==> src/rtl/cond_unit_if.sv <==
// Decoder/ALU-side bundle feeding the conditional-execution stage and its gated strobes.
interface cond_unit_if;
  logic [3:0] Cond;
  logic [3:0] ALUFlags;
  logic [1:0] FlagW;
  logic       PCS;
  logic       RegW;
  logic       MemW;
  logic       NoWrite;
  logic       Stall;
  logic       CondEx;
  logic       PCSrc;
  logic       RegWrite;
  logic       MemWrite;
  logic [3:0] Flags;

  modport master (
    output Cond, ALUFlags, FlagW, PCS, RegW, MemW, NoWrite, Stall,
    input  CondEx, PCSrc, RegWrite, MemWrite, Flags
  );

  modport slave (
    input  Cond, ALUFlags, FlagW, PCS, RegW, MemW, NoWrite, Stall,
    output CondEx, PCSrc, RegWrite, MemWrite, Flags
  );
endinterface

==> src/rtl/cond_unit.sv <==
// ARM conditional-execution stage: NZCV register, condition decode, and write-strobe gating.
module cond_unit #(
  parameter logic [3:0] FLAG_RESET  = 4'b0000,
  parameter bit         NV_EXECUTES = 1'b0
) (
  input logic        clk,
  input logic        reset,
  cond_unit_if.slave cu
);
  logic [3:0] flags;
  logic       n, z, c, v;
  logic       condex;
  logic       live;

  assign {n, z, c, v} = flags;

  // Decode uses only the stored flags; ALUFlags of this cycle never bypass in.
  always_comb begin
    condex = 1'b0;
    case (cu.Cond)
      4'b0000: condex = z;
      4'b0001: condex = !z;
      4'b0010: condex = c;
      4'b0011: condex = !c;
      4'b0100: condex = n;
      4'b0101: condex = !n;
      4'b0110: condex = v;
      4'b0111: condex = !v;
      4'b1000: condex = c & !z;
      4'b1001: condex = !c | z;
      4'b1010: condex = (n == v);
      4'b1011: condex = (n != v);
      4'b1100: condex = !z & (n == v);
      4'b1101: condex = z | (n != v);
      4'b1110: condex = 1'b1;
      4'b1111: condex = NV_EXECUTES;
      default: condex = 1'b0;
    endcase
  end

  assign live = reset & !cu.Stall & condex;

  always_ff @(posedge clk) begin
    if (!reset) begin
      flags <= FLAG_RESET;
    end else if (!cu.Stall && condex) begin
      if (cu.FlagW[1]) flags[3:2] <= cu.ALUFlags[3:2];
      if (cu.FlagW[0]) flags[1:0] <= cu.ALUFlags[1:0];
    end
  end

  assign cu.CondEx   = condex;
  assign cu.PCSrc    = cu.PCS & live;
  assign cu.RegWrite = cu.RegW & !cu.NoWrite & live;
  assign cu.MemWrite = cu.MemW & live;
  assign cu.Flags    = flags;
endmodule

==> src/flat_wrapper.sv <==
// flat-port wrapper written by rule: the top's interface ports become plain ports
module cond_unit_flat 
#(
  parameter logic [3:0] FLAG_RESET  = 4'b0000,
  parameter bit         NV_EXECUTES = 1'b0
)
  (clk, reset, cu_Cond, cu_ALUFlags, cu_FlagW, cu_PCS, cu_RegW, cu_MemW, cu_NoWrite, cu_Stall, cu_CondEx, cu_PCSrc, cu_RegWrite, cu_MemWrite, cu_Flags);
  cond_unit_if cu_i ();
  input logic clk;
  input logic reset;
  input wire logic [$bits(cu_i.Cond)-1:0] cu_Cond;
  input wire logic [$bits(cu_i.ALUFlags)-1:0] cu_ALUFlags;
  input wire logic [$bits(cu_i.FlagW)-1:0] cu_FlagW;
  input wire logic [$bits(cu_i.PCS)-1:0] cu_PCS;
  input wire logic [$bits(cu_i.RegW)-1:0] cu_RegW;
  input wire logic [$bits(cu_i.MemW)-1:0] cu_MemW;
  input wire logic [$bits(cu_i.NoWrite)-1:0] cu_NoWrite;
  input wire logic [$bits(cu_i.Stall)-1:0] cu_Stall;
  output wire logic [$bits(cu_i.CondEx)-1:0] cu_CondEx;
  output wire logic [$bits(cu_i.PCSrc)-1:0] cu_PCSrc;
  output wire logic [$bits(cu_i.RegWrite)-1:0] cu_RegWrite;
  output wire logic [$bits(cu_i.MemWrite)-1:0] cu_MemWrite;
  output wire logic [$bits(cu_i.Flags)-1:0] cu_Flags;
  assign cu_i.Cond = cu_Cond;
  assign cu_i.ALUFlags = cu_ALUFlags;
  assign cu_i.FlagW = cu_FlagW;
  assign cu_i.PCS = cu_PCS;
  assign cu_i.RegW = cu_RegW;
  assign cu_i.MemW = cu_MemW;
  assign cu_i.NoWrite = cu_NoWrite;
  assign cu_i.Stall = cu_Stall;
  assign cu_CondEx = cu_i.CondEx;
  assign cu_PCSrc = cu_i.PCSrc;
  assign cu_RegWrite = cu_i.RegWrite;
  assign cu_MemWrite = cu_i.MemWrite;
  assign cu_Flags = cu_i.Flags;
  cond_unit #(.FLAG_RESET(FLAG_RESET), .NV_EXECUTES(NV_EXECUTES)) u_core (.clk(clk), .reset(reset), .cu(cu_i));
endmodule
==> config.mk <==
export PLATFORM = sky130hd
export DESIGN_NAME = cond_unit_flat
export DESIGN_NICKNAME = d
export VERILOG_FILES = /design/src/rtl/cond_unit_if.sv /design/src/rtl/cond_unit.sv /design/src/flat_wrapper.sv
export SDC_FILE = /design/constraint.sdc
export NUM_CORES = 1
export LEC_CHECK = 0
export BUFFER_PORTS_ARGS = -buffer_cell sky130_fd_sc_hd__buf_4
export CAP_MARGIN = 20
export CORE_AREA = 5 5 42 44
export DETAILED_ROUTE_END_ITERATION = 16
export DIE_AREA = 0 0 47 49
export GPL_TIMING_DRIVEN = 0
export PLACE_DENSITY = 0.7
export SYNTH_ARGS = -nofsm -noshare
export SYNTH_HDL_FRONTEND = slang
export SYNTH_SLANG_ARGS = --single-unit
==> constraint.sdc <==
create_clock -name clk -period 2.4 [get_ports clk]
set_input_delay 0.36 -clock clk [delete_from_list [all_inputs] [get_ports clk]]
set_output_delay 0.36 -clock clk [all_outputs]
set_load 0.02 [all_outputs]
# == After elaboration in Yosys (flattened, before gate mapping) ==
# Index checks and enable logic that the tools add are counted.
# totals
word_cells,40
out_inout_bits,8
ff_bits,4
# op_classes
eq_ne,17
bitwise_logic,10
n_reduce_logical,10
n_mux,1
# op_table
cell,n
4-bit equality test (second input constant),8
4-bit by 3-bit equality test with 1-bit output (second input constant),4
1-bit one-hot mux with 16 select lines,1
1-bit bitwise AND,8
4-bit by 2-bit equality test with 1-bit output (second input constant),2
1-bit logical NOT,6
4-bit by 1-bit equality test with 1-bit output (second input constant),1
4-bit logical NOT,1
2-bit AND reduction,2
1-bit OR,2
1-bit equality test,1
1-bit logical AND,1
1-bit != test,1

# == Logic depth before layout (Yosys ltp) ==
# logic_depth
word_depth,5
ltp_mapped,6

# == Worst setup path before layout ==
# OpenSTA, ideal clock, no wires.
# synth_path
path_type,register to output
startpoint,register u_core.flags[0] (netlist: u_core.cu.Flags[0])
endpoint,output cu_RegWrite
arrival_time_ps,1848
path_slack_ps,192
t_required_ps,2040
path_buffers,0
stages_incl_launch_ff,6
path_cell_list,dfxtp_1 xor2_1 mux2_2 a221oi_4 a21boi_2 and4b_1
# synth_via
elab_chain_len,5
word_cells_on_any_way,8
# synth_lines
element,line,rtl
start: declaration,cond_unit.sv:10,logic [3:0] flags;
start signal: assignment,cond_unit.sv:48,if (cu.FlagW[0]) flags[1:0] <= cu.ALUFlags[1:0];
1-bit != test or 1-bit equality test (tied branches),n/a,
1-bit OR or 1-bit bitwise AND (tied branches),"cond_unit.sv:34, cond_unit.sv:33",
1-bit one-hot mux with 16 select lines (*),cond_unit.sv:20,case (cu.Cond)
net cu_CondEx,flat_wrapper.sv:19,output wire logic [$bits(cu_i.CondEx)-1:0] cu_CondEx;
1-bit bitwise AND (*),cond_unit.sv:41,assign live = reset & !cu.Stall & condex;
1-bit bitwise AND (*),cond_unit.sv:54,assign cu.RegWrite = cu.RegW & !cu.NoWrite & live;
end: declaration,flat_wrapper.sv:21,output wire logic [$bits(cu_i.RegWrite)-1:0] cu_RegWrite;
# Mark *: on every way through the listed nets, which the timed path passes. The rest lies on a longest branch.

# == Final worst setup path ==
# layout_path
startpoint,register u_core.flags[3] (netlist: u_core.cu.Flags[3])
endpoint,output cu_RegWrite
# layout_via
elab_chain_len,5
word_cells_on_any_way,8
# layout_lines
element,line,rtl
start signal: assignment,cond_unit.sv:47,if (cu.FlagW[1]) flags[3:2] <= cu.ALUFlags[3:2];
1-bit != test or 1-bit equality test (tied branches),n/a,
1-bit OR or 1-bit bitwise AND (tied branches),"cond_unit.sv:34, cond_unit.sv:33",
1-bit one-hot mux with 16 select lines (*),cond_unit.sv:20,
1-bit bitwise AND (*),cond_unit.sv:41,
1-bit bitwise AND (*),cond_unit.sv:54,
# Mark *: on every way between the ends. The rest lies on a longest branch, timed or not.

==> flow_metrics.tcl <==
set metrics [dict create \
    drtIter0Drc 4 \
    insertedDiodeCount 0 \
    cts_tree "done" \
    io_buffers 21 \
    synthCells 52 \
    path_clk_slew_ps 40 \
    clockBufferDepth 2 \
    num-nets-final 96 \
    layout_setup_ws_ps 118.8 \
    holdCritPathClass "in2reg" \
    ff2ff_setup_slack_ps 710 \
    antenna_left 0 \
    worstHoldPathCells 3 \
    dieArea_um2 2303 \
    hpwl_um 909.1 \
    dr_wl_met3_um 45 \
    critPathRequiredTime_ps 2040 \
    yosys-top-cells-area "dfxtp_1, mux2i_1, nand2_1" \
    p_sw_mw 0.07802 \
    grt_max_degree 11 \
    grt_pass1_wl_um 1869 \
    drive_gt1_share_pct 50.65 \
    cp-end-kind "output port" \
    crit_path_cell_trace "xor2_2 -> mux2_2 -> a221oi_4 -> a21boi_2 -> and4b_1 -> buf_4" \
    routedWlPerCell_um 11.96 \
    layout_commonest_cell "buf_4" \
    viasPerCell 4.903 \
    swShare_pct 30.48 \
    relSlewSlack_pct 72.64 \
    hold_viol 0 \
    seqPwrFrac_pct 29.4 \
    reg2reg_depth 6 \
    setup_violations 0 \
    ios 25 \
    ys_seq_area_share_pct 18.18 \
    fin_crit_sh_pct 95.05 \
    rsz0062_at_grt "false" \
    max_stage_delay_ps 380 \
    ys_warn_count 0 \
    pwr-share-comb_pct 37.5 \
    finalSetupTns_ps 0 \
    min_to "u_core.cu.Flags[2]" \
    yosysUniqueCellTypes 25 \
    r2r-start "u_core.cu.Flags[3]" \
    cp_max_fo 4 \
    synth.top_cell.area_share_pct 18.18 \
    antenna_found_initial 0 \
    outcome "complete, no violations" \
    route.layer.met1.wl_um 409 \
    min_from "cu_ALUFlags[2]" \
    p_leak_nw 0.3053 \
    ctsHtreeMaxLevel 1 \
    drcViolationCount 0 \
    area_delta_synth_final_pct 49.72 \
    clock_skew_ps 2.384 \
    power.share.clock_pct 33.1 \
    ys_seq_elements 4 \
    top_layer "met3" \
    grt_pass1_vias 460 \
    max_cap_violations 0 \
    cts_buffers 3 \
    std_cell_rows 14 \
    p_int_mw 0.1780 \
    die_w_um 47 \
    clock_sinks 4 \
    finalMaxSlewViolations 0 \
    avgSynthCellArea_um2 8.470 \
    yosys.area.top_type "dfxtp_1" \
    firstDrtPassIters 3 \
    start_util_pct 31.43 \
    fill_cells 153 \
    synth_fp_nets 69 \
    globalplace.congestion 0.7131 \
    setup.worst_path.class "reg2out" \
    wirelength_um 1112 \
    ir_drop_mv 0.2510 \
    cts_root_buf "clkbuf_4" \
    vias 456 \
    insertion_delay_ps 240 \
    core_area_um2 1401 \
    crit_path_start_kind "flop" \
    wl_met2_um 658 \
    grt-ovfl-total 0 \
    period_needed_ps 2281 \
    netlist_area_um2 440.4 \
    largest_reg_flops 4 \
    fp.dieH_um 49 \
    tightest_slew_ps 408.0 \
    powerDensity_nw_per_um2 388.2 \
    preCtsSetupSlack_ps 193.0 \
    fmax_ghz 0.4384 \
    slowest_stage "mux2_2" \
    layout_common_cells "buf_4, nand2_1, mux2i_1, nor2b_1" \
    grtUsageTotal_pct 10.92 \
    arrival_ps 1920 \
    r2r_end "u_core.cu.Flags[1]" \
]
## layer usage
layer,track usage [%],vias to the layer above
li1,-,235
met1,11.87,211
met2,18.55,10
met3,1.476,0
met4,6.912,0
met5,0,-
## synth_stat cells
| library cell | instances |
|---|---|
| a21boi_2 | 1 |
| a21oi_2 | 2 |
| a221oi_4 | 1 |
| a22o_2 | 1 |
| and3_1 | 3 |
| and4b_1 | 1 |
| buf_1 | 1 |
| buf_6 | 2 |
| dfxtp_1 | 4 |
| inv_1 | 2 |
| mux2_2 | 1 |
| mux2i_1 | 6 |
| nand2_1 | 10 |
| nand2b_1 | 1 |
| nand3b_1 | 2 |
| nor2_1 | 2 |
| nor2b_1 | 4 |
| nor3_1 | 1 |
| nor3b_1 | 1 |
| nor4_1 | 1 |
| o221a_2 | 1 |
| o311a_1 | 1 |
| o31ai_2 | 1 |
| xnor2_1 | 1 |
| xor2_1 | 1 |
## stage by stage
| step | std cells | power, mW | cell area (um^2) | util [%] | hold WS, ps |
|---|---|---|---|---|---|
| 6_report | 93 | 0.2560 | 659.4 | 47.05 | 370.7 |
| 4_1_cts | 92 | 0.2589 | 650.6 | 46.43 | 369.9 |
| 3_3_place_gp | 89 | 0.1673 | 618.1 | 44.11 | 492.1 |
| 5_1_grt | 93 | 0.2679 | 659.4 | 47.05 | 380.9 |
| 3_5_place_dp | 89 | 0.1685 | 618.1 | 44.11 | 498.4 |
| 2_1_floorplan | 52 | 0.1333 | 440.4 | - | 502.2 |
## final cells by class
type                            instances  area, um^2  share of cell area (%)
Multi-Input combinational cell         43       334.1                   50.66
Tap cell                               16       20.02                   3.036
Sequential cell                         4       83.83                   12.71
Buffer                                  3       26.28                   3.985
Clock buffer                            3       22.52                   3.416
Timing Repair Buffer                   22       165.2                   25.05
Inverter                                2       7.507                   1.139
## worst max path at each step
stage                       startpoint           to  slack [ps]
global route        u_core.cu.Flags[3]  cu_RegWrite          30
global placement    u_core.cu.Flags[3]  cu_RegWrite         220
detailed placement  u_core.cu.Flags[0]  cu_RegWrite         190
finish              u_core.cu.Flags[3]  cu_RegWrite         120
floorplan           u_core.cu.Flags[0]  cu_RegWrite         190
CTS                 u_core.cu.Flags[3]  cu_RegWrite          30
## worst max-delay path, delay by kind of cell (launching register included)
family                 cells  cell delay, ps
AO/OA/AOI/OAI              2             360
XOR/XNOR                   1             200
buffers and inverters      1             160
flip-flops                 1             370
multiplexers               1             380
AND/OR/NAND/NOR            1             210
## what timing repair did
item                       in CTS  in global routing
hold buffers                    0                  0
setup buffers                   0                  1
setup endpoints to repair       3                  3
pin swaps                       0                  1
gates resized for setup         3                  1
## cells by family (layout without fill, tap and decap cells)
kind of cell    Yosys count  in the layout  synth area share, %
mux                       7              7                16.19
simple gates             26             26                31.54
compound gates            8              8                22.44
buf+inv                   5             30                7.670
flops                     4              4                18.18
xor+xnor                  2              2                3.978
## power by group through the flow
| stage | sequential, mW | clock (mW) | combinational (mW) |
|---|---|---|---|
| after floorplan | 0.0778 | 0 | 0.0555 |
| after global placement | 0.0751 | 0 | 0.0922 |
| after detailed placement | 0.0751 | 0 | 0.0934 |
| after CTS | 0.0750 | 0.0899 | 0.0940 |
| after global routing | 0.0760 | 0.0879 | 0.104 |
| final | 0.0752 | 0.0848 | 0.0960 |
Note: power is estimated with default switching activity, not from simulation.
